## src/rtl/serial_alu_pkg.sv

```systemverilog
// rtl/serial_alu_pkg.sv - shared ALU opcode and FSM state encodings
package serial_alu_pkg;

    localparam logic [1:0] ALU_AND = 2'b00;
    localparam logic [1:0] ALU_OR  = 2'b01;
    localparam logic [1:0] ALU_ADD = 2'b10;
    localparam logic [1:0] ALU_SUB = 2'b11;

    typedef enum logic [1:0] {
        ST_IDLE = 2'b00,
        ST_RUN  = 2'b01,
        ST_DONE = 2'b10
    } state_t;

endpackage

```

## src/rtl/alu_bit_slice.sv

```systemverilog
// rtl/alu_bit_slice.sv - combinational 1-bit AND/OR/ADD/SUB slice
module alu_bit_slice
    import serial_alu_pkg::*;
(
    input  logic       a,
    input  logic       b,
    input  logic       cin,
    input  logic [1:0] aluctr,
    output logic       d,
    output logic       cout
);

    logic bx;

    // Subtraction is a + ~b + cin, so only the b leg is inverted.
    assign bx = (aluctr == ALU_SUB) ? ~b : b;

    always_comb begin
        d    = 1'b0;
        cout = 1'b0;
        case (aluctr)
            ALU_AND: d = a & b;
            ALU_OR:  d = a | b;
            ALU_ADD, ALU_SUB: begin
                d    = a ^ bx ^ cin;
                cout = (a & bx) | (a & cin) | (bx & cin);
            end
            default: d = 1'b0;
        endcase
    end

endmodule

```

## src/rtl/serial_alu.sv

```systemverilog
// rtl/serial_alu.sv - bit-serial ALU reusing one slice over WIDTH cycles, LSB first
module serial_alu
    import serial_alu_pkg::*;
#(
    parameter int WIDTH = 4
) (
    input  logic             clk,
    input  logic             rst_n,
    input  logic             start,
    input  logic [WIDTH-1:0] a,
    input  logic [WIDTH-1:0] b,
    input  logic             c,
    input  logic [1:0]       aluctr,
    output logic             busy,
    output logic             done,
    output logic [WIDTH-1:0] d,
    output logic             e
);

    localparam int CW = (WIDTH > 1) ? $clog2(WIDTH) : 1;

    state_t           state;
    logic [WIDTH-1:0] sa;
    logic [WIDTH-1:0] sb;
    logic [WIDTH-1:0] res;
    logic             carry;
    logic [1:0]       op;
    logic [CW-1:0]    cnt;
    logic             sum;
    logic             cout;

    alu_bit_slice u_slice (
        .a      (sa[0]),
        .b      (sb[0]),
        .cin    (carry),
        .aluctr (op),
        .d      (sum),
        .cout   (cout)
    );

    always_ff @(posedge clk or negedge rst_n) begin
        if (!rst_n) begin
            state <= ST_IDLE;
            sa    <= '0;
            sb    <= '0;
            res   <= '0;
            carry <= 1'b0;
            op    <= 2'b00;
            cnt   <= '0;
            busy  <= 1'b0;
            done  <= 1'b0;
            d     <= '0;
            e     <= 1'b0;
        end else begin
            case (state)
                ST_IDLE, ST_DONE: begin
                    done <= 1'b0;
                    if (start) begin
                        sa    <= a;
                        sb    <= b;
                        carry <= c;
                        op    <= aluctr;
                        cnt   <= '0;
                        busy  <= 1'b1;
                        state <= ST_RUN;
                    end else begin
                        state <= ST_IDLE;
                    end
                end
                ST_RUN: begin
                    sa    <= sa >> 1;
                    sb    <= sb >> 1;
                    res   <= {sum, res[WIDTH-1:1]};
                    carry <= cout;
                    cnt   <= cnt + 1'b1;
                    // Slice cout is already 0 for logic ops, so e needs no op check.
                    if (cnt == CW'(WIDTH - 1)) begin
                        d     <= {sum, res[WIDTH-1:1]};
                        e     <= cout;
                        busy  <= 1'b0;
                        done  <= 1'b1;
                        state <= ST_DONE;
                    end
                end
                default: state <= ST_IDLE;
            endcase
        end
    end

endmodule

```

## config.mk

```make
export PLATFORM = sky130hd
export DESIGN_NAME = serial_alu
export DESIGN_NICKNAME = d
export VERILOG_FILES = /design/src/rtl/serial_alu_pkg.sv /design/src/rtl/alu_bit_slice.sv /design/src/rtl/serial_alu.sv
export SDC_FILE = /design/constraint.sdc
export NUM_CORES = 1
export LEC_CHECK = 0
export ABC_AREA = 1
export BUFFER_PORTS_ARGS = -buffer_cell sky130_fd_sc_hd__buf_2
export CAP_MARGIN = 40
export CORE_MARGIN = 2
export CORE_UTILIZATION = 45
export DETAILED_ROUTE_END_ITERATION = 12
export PLACE_DENSITY = 0.72
export SYNTH_ARGS = -nofsm -noshare
export SYNTH_HDL_FRONTEND = slang
export SYNTH_SLANG_ARGS = --single-unit
```

## constraint.sdc

```tcl
create_clock -name clk -period 1.8 [get_ports clk]
set_input_delay 0.27 -clock clk [delete_from_list [all_inputs] [get_ports clk]]
set_output_delay 0.27 -clock clk [all_outputs]
set_load 0.005 [all_outputs]
```

* Word level (Yosys, flattened, before mapping)
Cells that the tools add are included.
W data, S select, Z words.
** Word-level totals
- Register bits after elaboration :: 26
- Input bits :: 14
- RAM bits :: 0
- Memories :: 0
- Bits in latches :: 0
- ROM bits :: 0
** Operators by class
- $add $sub $neg :: 1
- Reductions and logical operators :: 10
- Eq/ne operators :: 8
- Bitwise logic cells :: 10
- Mux-type cells :: 19
- Div/mod/pow operators :: 0
- Multiply operators :: 0
- Magnitude comparators :: 0
- Shift-type cells :: 0
** Operator list (number)
- $pmux W4 S2 :: 2
- $eq A2 B2 Y1 const B :: 4
- $mux W4 :: 2
- $pmux W2 S2 :: 2
- $reduce_and A2 Y1 :: 4
- $mux W1 :: 7
- $pmux W1 S2 :: 3
- $and A1 B1 Y1 :: 4
- $eq A2 B1 Y1 const B :: 2
- $logic_not A2 Y1 :: 2
- $mux W2 :: 2
- $ne A2 B2 Y1 const B :: 2
- $reduce_or A2 Y1 :: 2
- $or A1 B1 Y1 :: 3
- $pmux W1 S3 :: 1
- $reduce_and A3 Y1 :: 1
- $add A2 B1 Y2 const B :: 1
- $reduce_bool A2 Y1 :: 1
- $xor A1 B1 Y1 :: 2
- $not A1 Y1 :: 1

* Logic depth before layout (Yosys ltp)
Gate-level depths: netlist of the first run.
- Depth in word-level cells :: 7
- Mapped depth :: 8
- Gate-level depth less buffers :: 8

* Hierarchy
A second synthesis of the first run with hierarchy kept.
** Unflattened totals
- Cells, all modules :: 149
- Area, all modules :: 1291.2 µm²
** Modules (own cells, without submodules)
- serial_alu :: sequential area each 625.6 µm², cells each 130, times used 1, area each 1197.4 µm²
- alu_bit_slice :: sequential area each 0.0 µm², cells each 19, times used 1, area each 93.8 µm²

* Least setup slack after synthesis of the first run
Ideal clock, no wire load.
- Path type :: flip-flop to flip-flop
- Start point :: register op[1]
- End point :: register res[3]
- Arrival :: 1.351 ns
- Library setup time :: 0.116 ns
- Required time :: 1.684 ns
- Buffers on the path :: 0
- Slack :: 0.333 ns
- Stages on the path, launching flop included :: 9
- Cell sequence :: dfrtp_1 > nand2_1 > xor2_1 > fa_1 > inv_1 > nand2_1 > nand3_1 > nand2_1 > nand2_1
** Between the ends
- Word-level cells in the longest chain between the ends :: 5
- Elaborated cells between the ends (all ways) :: 9
- Classes of those cells :: 3 x eq/ne; 2 x mux; 2 x bitwise; 2 x reduce/logical
** RTL lines
- start: declaration :: line serial_alu.sv:27 : logic [1:0] op;
- start signal: assignment :: line serial_alu.sv:62 : op <= aluctr;
- $eq A2 B2 Y1 :: line alu_bit_slice.sv:16, alu_bit_slice.sv:21
- $mux W1 :: line alu_bit_slice.sv:16 : assign bx = (aluctr == ALU_SUB) ? ~b : b;
- $xor A1 B1 Y1 (2 in a row) :: line alu_bit_slice.sv:25 : d = a ^ bx ^ cin;
- $pmux W1 S3 (*) :: line alu_bit_slice.sv:21 : case (aluctr)
- end signal: assignment :: line serial_alu.sv:73 : res <= {sum, res[WIDTH-1:1]};
- end: declaration :: line serial_alu.sv:25 : logic [WIDTH-1:0] res;
Mark *: on every way between the ends. The rest lies on a longest branch, timed or not.
A chain may end at the register's enable or synchronous reset.

* Worst setup path after layout of the first run
- Start point :: register op[1]
- End point :: register d[3]
** Between the ends
- Word-level cells in the longest chain between the ends :: 5
- Elaborated cells between the ends (all ways) :: 9
- Classes of those cells :: 3 x eq/ne; 2 x mux; 2 x bitwise; 2 x reduce/logical
** RTL lines
- $eq A2 B2 Y1 :: line alu_bit_slice.sv:16, alu_bit_slice.sv:21
- $mux W1 :: line alu_bit_slice.sv:16
- $xor A1 B1 Y1 (2 in a row) :: line alu_bit_slice.sv:25
- $pmux W1 S3 (*) :: line alu_bit_slice.sv:21
- end signal: assignment :: line serial_alu.sv:78 : d <= {sum, res[WIDTH-1:1]};
- end: declaration :: line serial_alu.sv:16 : output logic [WIDTH-1:0] d,
Marks and branches as above.

==> impl_metrics.yaml, run 1 <==
timing:
  whs_ps: 156
  skew_ps: 2.99
  tightest_slew_ps: 539
  setup_viol: 0
  min_period_over_period_pct: 90.6
  fin_setup_tns_ps: 0
  rsz0062_at_grt: "no"
  finalMaxSlewViolations: 0
  min_period_ps: 1630
  fmax_ghz: 0.613
  finalHoldViolCount: 0
  max_slew_margin_pct: 64.0
run:
  maxCapViolCount: 0
pwr:
  p_per_area_nw_per_um2: 1730
  p_switching_uw: 922
  switching_share_pct: 41.9
  comb_power_share_pct: 44.1
  leakagePower_uw: 0.000698
  intPower_uw: 1280
  power_frac_seq_pct: 44.8
  finalPower_uw: 2200
  peakVddDrop_uv: 1020
  power.clock.fraction_pct: 11.1
cells_and_area:
  syn2layout_area_growth_pct: 14.6
  seq_area_um2: 626
  n_fill_cell: 238
  final_cell_mix: "nand2_1 (44), dfrtp_1 (25), buf_2 (20), inv_1 (17)"
  multi_input_area_um2: 390
  antenna_cells: 0
  layout.nets: 170
  mostFrequentLayoutCell: "nand2_1"
  drive_above_1_share_pct: 19.6
min_path:
  hold_class: "input port to register"
  hold_depth: 3
critical_path:
  critPathRequiredTime_ps: 2010
  critPathKind: "register to register"
  crit_arrival_ps: 1840
  critPathMaxFanout: 7
  end_kind: "register"
  start_kind: "register"
  r2r.worst_path.cells: 8
clock_tree:
  cts_setup_buffers: 0
  cts_root_buffer: "clkbuf_4"
  clock_path_buffers: 2
  cts_num_sinks: 25
  path_clk_slew_ps: 130
  htreeDepth: 1
  clock_latency_ps: 310
  cts_tree: "done"
  cts_buffers: 3
logic_synthesis:
  synthesis.area_um2: 1110
  ys_ff_latch: 25
  synth_fp_nets: 146
  synth_top_area_share_pct: 56.3
  yosysSeqAreaShare_pct: 56.3
  synthCells: 130
  avgSynthCellArea_um2: 8.55
  synthTopCellsByArea: "dfrtp_1 (56%), nand2_1 (15%), inv_1 (5.7%)"
  yosysUniqueCellTypes: 18
  synth_area_leader_cell: "dfrtp_1"
  synth_warnings: 0
detailed_routing:
  wire_per_inst_um: 11.0
  routed_wl_um: 2020
  postRouteAntennaNets: 0
  drtPass1Iterations: 4
  drc: 0
  drtIter0Drc: 15
  via_count: 883
  avgViaCountPerCell: 4.83
global_routing:
  antenna_found_initial: 0
  grt_pass1_wl_um: 3460
  grt_pass1_vias: 825
  grt_use_total_pct: 16.8
  grt_remaining_overflow: 0
  grt_start_max_net_pins: 26
die:
  die-area_um2: 2880
  start_util_pct: 46.1
  die_h_um: 53.7
  ios: 21
  fp.dieW_um: 53.7
  row_count: 18
  core_area_um2: 2410
placement:
  io_buffers: 20
  dp_hpwl_um: 1480
  gp_congestion: 0.726
run_status:
  status: "finished clean"
[logic make-up (layout without fill, tap and decap cells)]
kind of cell	count (synthesis)	in the layout	synth area share, %
AO/OA/AOI/OAI	19	19	9.23
buffers and inverters	22	45	8.56
XOR/XNOR	1	1	0.788
AND/OR/NAND/NOR	61	61	22.2
adder cells (fa/ha/maj)	2	2	2.93
flip-flops	25	25	56.3
[state kept, by name, indices dropped and copies added, names as in the netlist]
name and cells:
busy 1, carry 1, cnt 2, d 4, done 1, e 1
op 2, res 3, sa 4, sb 4, state 2
[power by group through the flow]
stage / registers, uW / clock network (uW) / logic [uW]
final: 987 / 244 / 969
after CTS: 986 / 250 / 988
after global placement: 979 / 0 / 944
after global routing: 1030 / 271 / 1150
after floorplan: 972 / 0 / 744
after detailed placement: 998 / 0 / 981
[cell type report]
class | count | share of cell area (%)
Multi-Input combinational cell | 83 | 30.6
Clock buffer | 3 | 1.77
Inverter | 18 | 5.30
Clock inverter | 1 | 0.393
Sequential cell | 25 | 49.1
Tap cell | 30 | 2.95
Timing Repair Buffer | 23 | 9.82
[per-layer routing]
layer,vias up,track usage [%],part of all wire (%)
li1,451,-,-
met4,0,7.26,1.1
met3,4,2.78,3.3
met5,-,0,0
met1,415,22.6,48
met2,13,26.6,48
[stage by stage]
| stage | setup WS (ps) | cell area, um2 | cells | utilization (%) |
|---|---|---|---|---|
| after CTS | 166 | 1270 | 183 | 52.9 |
| final | 170 | 1270 | 183 | 52.9 |
| after global placement | 291 | 1240 | 178 | 51.3 |
| after global routing | 88.2 | 1270 | 183 | 52.9 |
| after floorplan | 333 | 1110 | 130 | - |
| after detailed placement | 191 | 1240 | 178 | 51.3 |
[what timing repair did]
item,CTS,global route
hold buffers,1,0
hold endpoints to repair,25,0
gates resized for setup,0,0
endpoints found under the setup margin,0,0
[path summary, 6_finish.rpt]
kind / endpoint / slack (ps) / from
setup / recovery: d[3] / 170 / op[1]
hold / removal: op[1] / 160 / aluctr[1]
setup reg to reg: d[3] / 170 / op[1]
hold reg to reg: d[0] / 490 / res[1]
max in group asynchronous: sa[3] / 970 / rst_n
min in group asynchronous: res[2] / 460 / rst_n
[synthesized netlist by cell type]
cell type	count
a21oi_1	3
buf_2	1
buf_4	3
dfrtp_1	25
fa_1	1
ha_1	1
inv_1	17
inv_2	1
nand2_1	44
nand2_2	1
nand3_1	2
nor2_1	9
nor2_4	1
nor3_1	4
o211ai_2	1
o21ai_0	6
o21ai_1	9
xor2_1	1
[critical path, cell delays in order, from the launching register on]
cell and delay (ps):
dfrtp_1 480, nand2_1 100, xor2_1 160, fa_1 480, inv_1 40, nand2_1 50
nand3_1 100, nand2_1 80, nand2_1 50
No activity file was read; power rests on OpenSTA's default activity.
==> run 2: changes to the inputs <==
--- a/config.mk
+++ b/config.mk
@@ -6,7 +6,7 @@
 export NUM_CORES = 1
 export LEC_CHECK = 0
 export ABC_AREA = 1
-export BUFFER_PORTS_ARGS = -buffer_cell sky130_fd_sc_hd__buf_2
+export BUFFER_PORTS_ARGS = -buffer_cell sky130_fd_sc_hd__buf_4
 export CAP_MARGIN = 40
 export CORE_MARGIN = 2
 export CORE_UTILIZATION = 45
==> run 2 against run 1 <==
  * Worst setup slack improved by 16 ps
  * Power rose by 1.5%
  * Combinational power is 4% higher
  * Register-to-register slack gained 20 ps
  * Final cell count is the same
  * Clock skew grew 5.2 ps
  * Critical path type unchanged
  * Highest routed layer unchanged
==> impl_metrics.yaml, run 2 (same netlist as run 1, synthesis figures left out) <==
die:
  ios: 21
  die_h_um: 53.7
  fp.dieW_um: 53.7
  row_count: 18
  start_util_pct: 46.1
  die-area_um2: 2880
  core_area_um2: 2410
pwr:
  intPower_uw: 1320
  peakVddDrop_uv: 1060
  p_switching_uw: 910
  leakagePower_uw: 0.000710
  switching_share_pct: 40.8
  power_frac_seq_pct: 44.0
  power.clock.fraction_pct: 10.9
  comb_power_share_pct: 45.1
  p_per_area_nw_per_um2: 1690
  finalPower_uw: 2230
critical_path:
  critPathMostFrequentCell: "nand2_1"
  cp_slowest_cell: "fa_1"
  reg2reg_to: "d[3]"
  critPathRequiredTime_ps: 2020
  critPathKind: "register to register"
  path_cells: "nand2_1 > xor2_1 > fa_1 > inv_1 > nand2_1 > nand3_1 > nand2_1 > nand2_1"
  critPathMaxStageDelay_ps: 490
  r2r-start: "op[1]"
  r2r.worst_path.cells: 8
  end_kind: "register"
  cp_top_family: "adder cells"
  crit_arrival_ps: 1840
  critPathMaxFanout: 7
  start_kind: "register"
  crit_buf_inv: 1
  r2r_slack_ps: 190
timing:
  min_period_over_period_pct: 89.7
  finalHoldViolCount: 0
  whs_ps: 154
  fmax_ghz: 0.619
  skew_ps: 8.22
  finalMaxSlewViolations: 0
  worst_slack_ps: 186
  tightest_slew_ps: 404
  rsz0062_at_grt: "no"
  min_period_ps: 1610
  setup_viol: 0
  fin_setup_tns_ps: 0
  max_slew_margin_pct: 73.0
clock_tree:
  clock_latency_ps: 310
  htreeDepth: 1
  cts_buffers: 3
  cts_root_buffer: "clkbuf_4"
  cts_num_sinks: 25
  cts_tree: "done"
  path_clk_slew_ps: 130
  clock_path_buffers: 2
  cts-resized-gates: 0
min_path:
  hold_class: "input port to register"
  hold_depth: 3
  hold_end: "carry"
  min_from: "c"
cells_and_area:
  instances_no_fill: 183
  mostFrequentLayoutCell: "nand2_1"
  reg_top3: "d: 4 flops, sa: 4 flops, sb: 4 flops"
  n_fill_cell: 220
  drive_above_1_share_pct: 19.0
  multi_input_area_um2: 390
  final_cell_mix: "nand2_1 (44), dfrtp_1 (25), buf_4 (22), inv_1 (17)"
  layout.nets: 170
  seq_area_um2: 626
  syn2layout_area_growth_pct: 19.0
  antenna_cells: 0
placement:
  placedCellCount: 178
  gp_congestion: 0.716
  io_buffers: 20
  dp_hpwl_um: 1440
  pre_cts_ws_ps: 188
detailed_routing:
  via_count: 862
  wire_per_inst_um: 11.0
  drtPass1Iterations: 4
  postRouteAntennaNets: 0
  routed_wl_um: 2010
  drtIter0Drc: 12
  drc: 0
  avgViaCountPerCell: 4.71
global_routing:
  grt_pass1_vias: 831
  grt_start_max_net_pins: 26
  grt_use_total_pct: 17.2
  grt_pass1_wl_um: 3550
  grt_remaining_overflow: 0
  antenna_found_initial: 0
run_status:
  status: "finished clean"
run:
  maxCapViolCount: 0
## run 2: cell count changes in the layout (fill, tap and decap cells not counted)
cell      before  now
buf_2         20    0
buf_4          2   22
clkbuf_1       0    1
clkinv_2       1    0
## run 2: worst max path at each step
stage | start | end | slack [ps] | cells after the start
2_1_floorplan | op[1] | res[3] | 330 | 8
6_report | op[1] | d[3] | 190 | 8
3_3_place_gp | op[1] | d[3] | 290 | 8
5_1_grt | op[1] | res[3] | 50 | 8
4_1_cts | op[1] | d[3] | 170 | 8
3_5_place_dp | op[1] | d[3] | 190 | 8
## run 2: area by class of cell
type                    count  share of cell area, %
clock buffers               4                   1.99
repair buffers             23                   13.2
inverters                  18                   5.11
well taps                  30                   2.84
multi-input cells          83                   29.5
flip-flops and latches     25                   47.3
## run 2: timing repair
item                      4_1_cts  5_1_grt
hold endpoints to repair       25        0
hold buffers                    1        0
buffers inserted                0        0
## run 2: metrics by stage
stage                     area (um2)  util (%)
final                           1320      54.9
after global routing            1320      54.9
after CTS                       1320      54.9
after detailed placement        1290      53.4
after global placement          1290      53.4
after floorplan                 1110         -
## run 2: power groups by stage
stage / clock (uW) / combinational, uW / sequential [uW]
2_1_floorplan: 0 / 744 / 972
5_1_grt: 279 / 1190 / 1020
6_report: 243 / 1010 / 983
3_5_place_dp: 0 / 1020 / 997
3_3_place_gp: 0 / 985 / 983
4_1_cts: 253 / 1030 / 985
## run 2: worst register-to-register path, cell delays in order, from the launching register on
cell	delay (ps)
dfrtp_1	470
nand2_1	100
xor2_1	160
fa_1	490
inv_1	40
nand2_1	40
nand3_1	100
nand2_1	70
nand2_1	50
## run 2: metal layers
metal  track usage, %  vias to the layer above  routed length (um)
met5                0                        -                   0
met4             6.41                        0                  25
met3             3.33                        4                  80
met2             28.7                       16                1010
met1             22.0                      401                 896
li1                 -                      441                   -
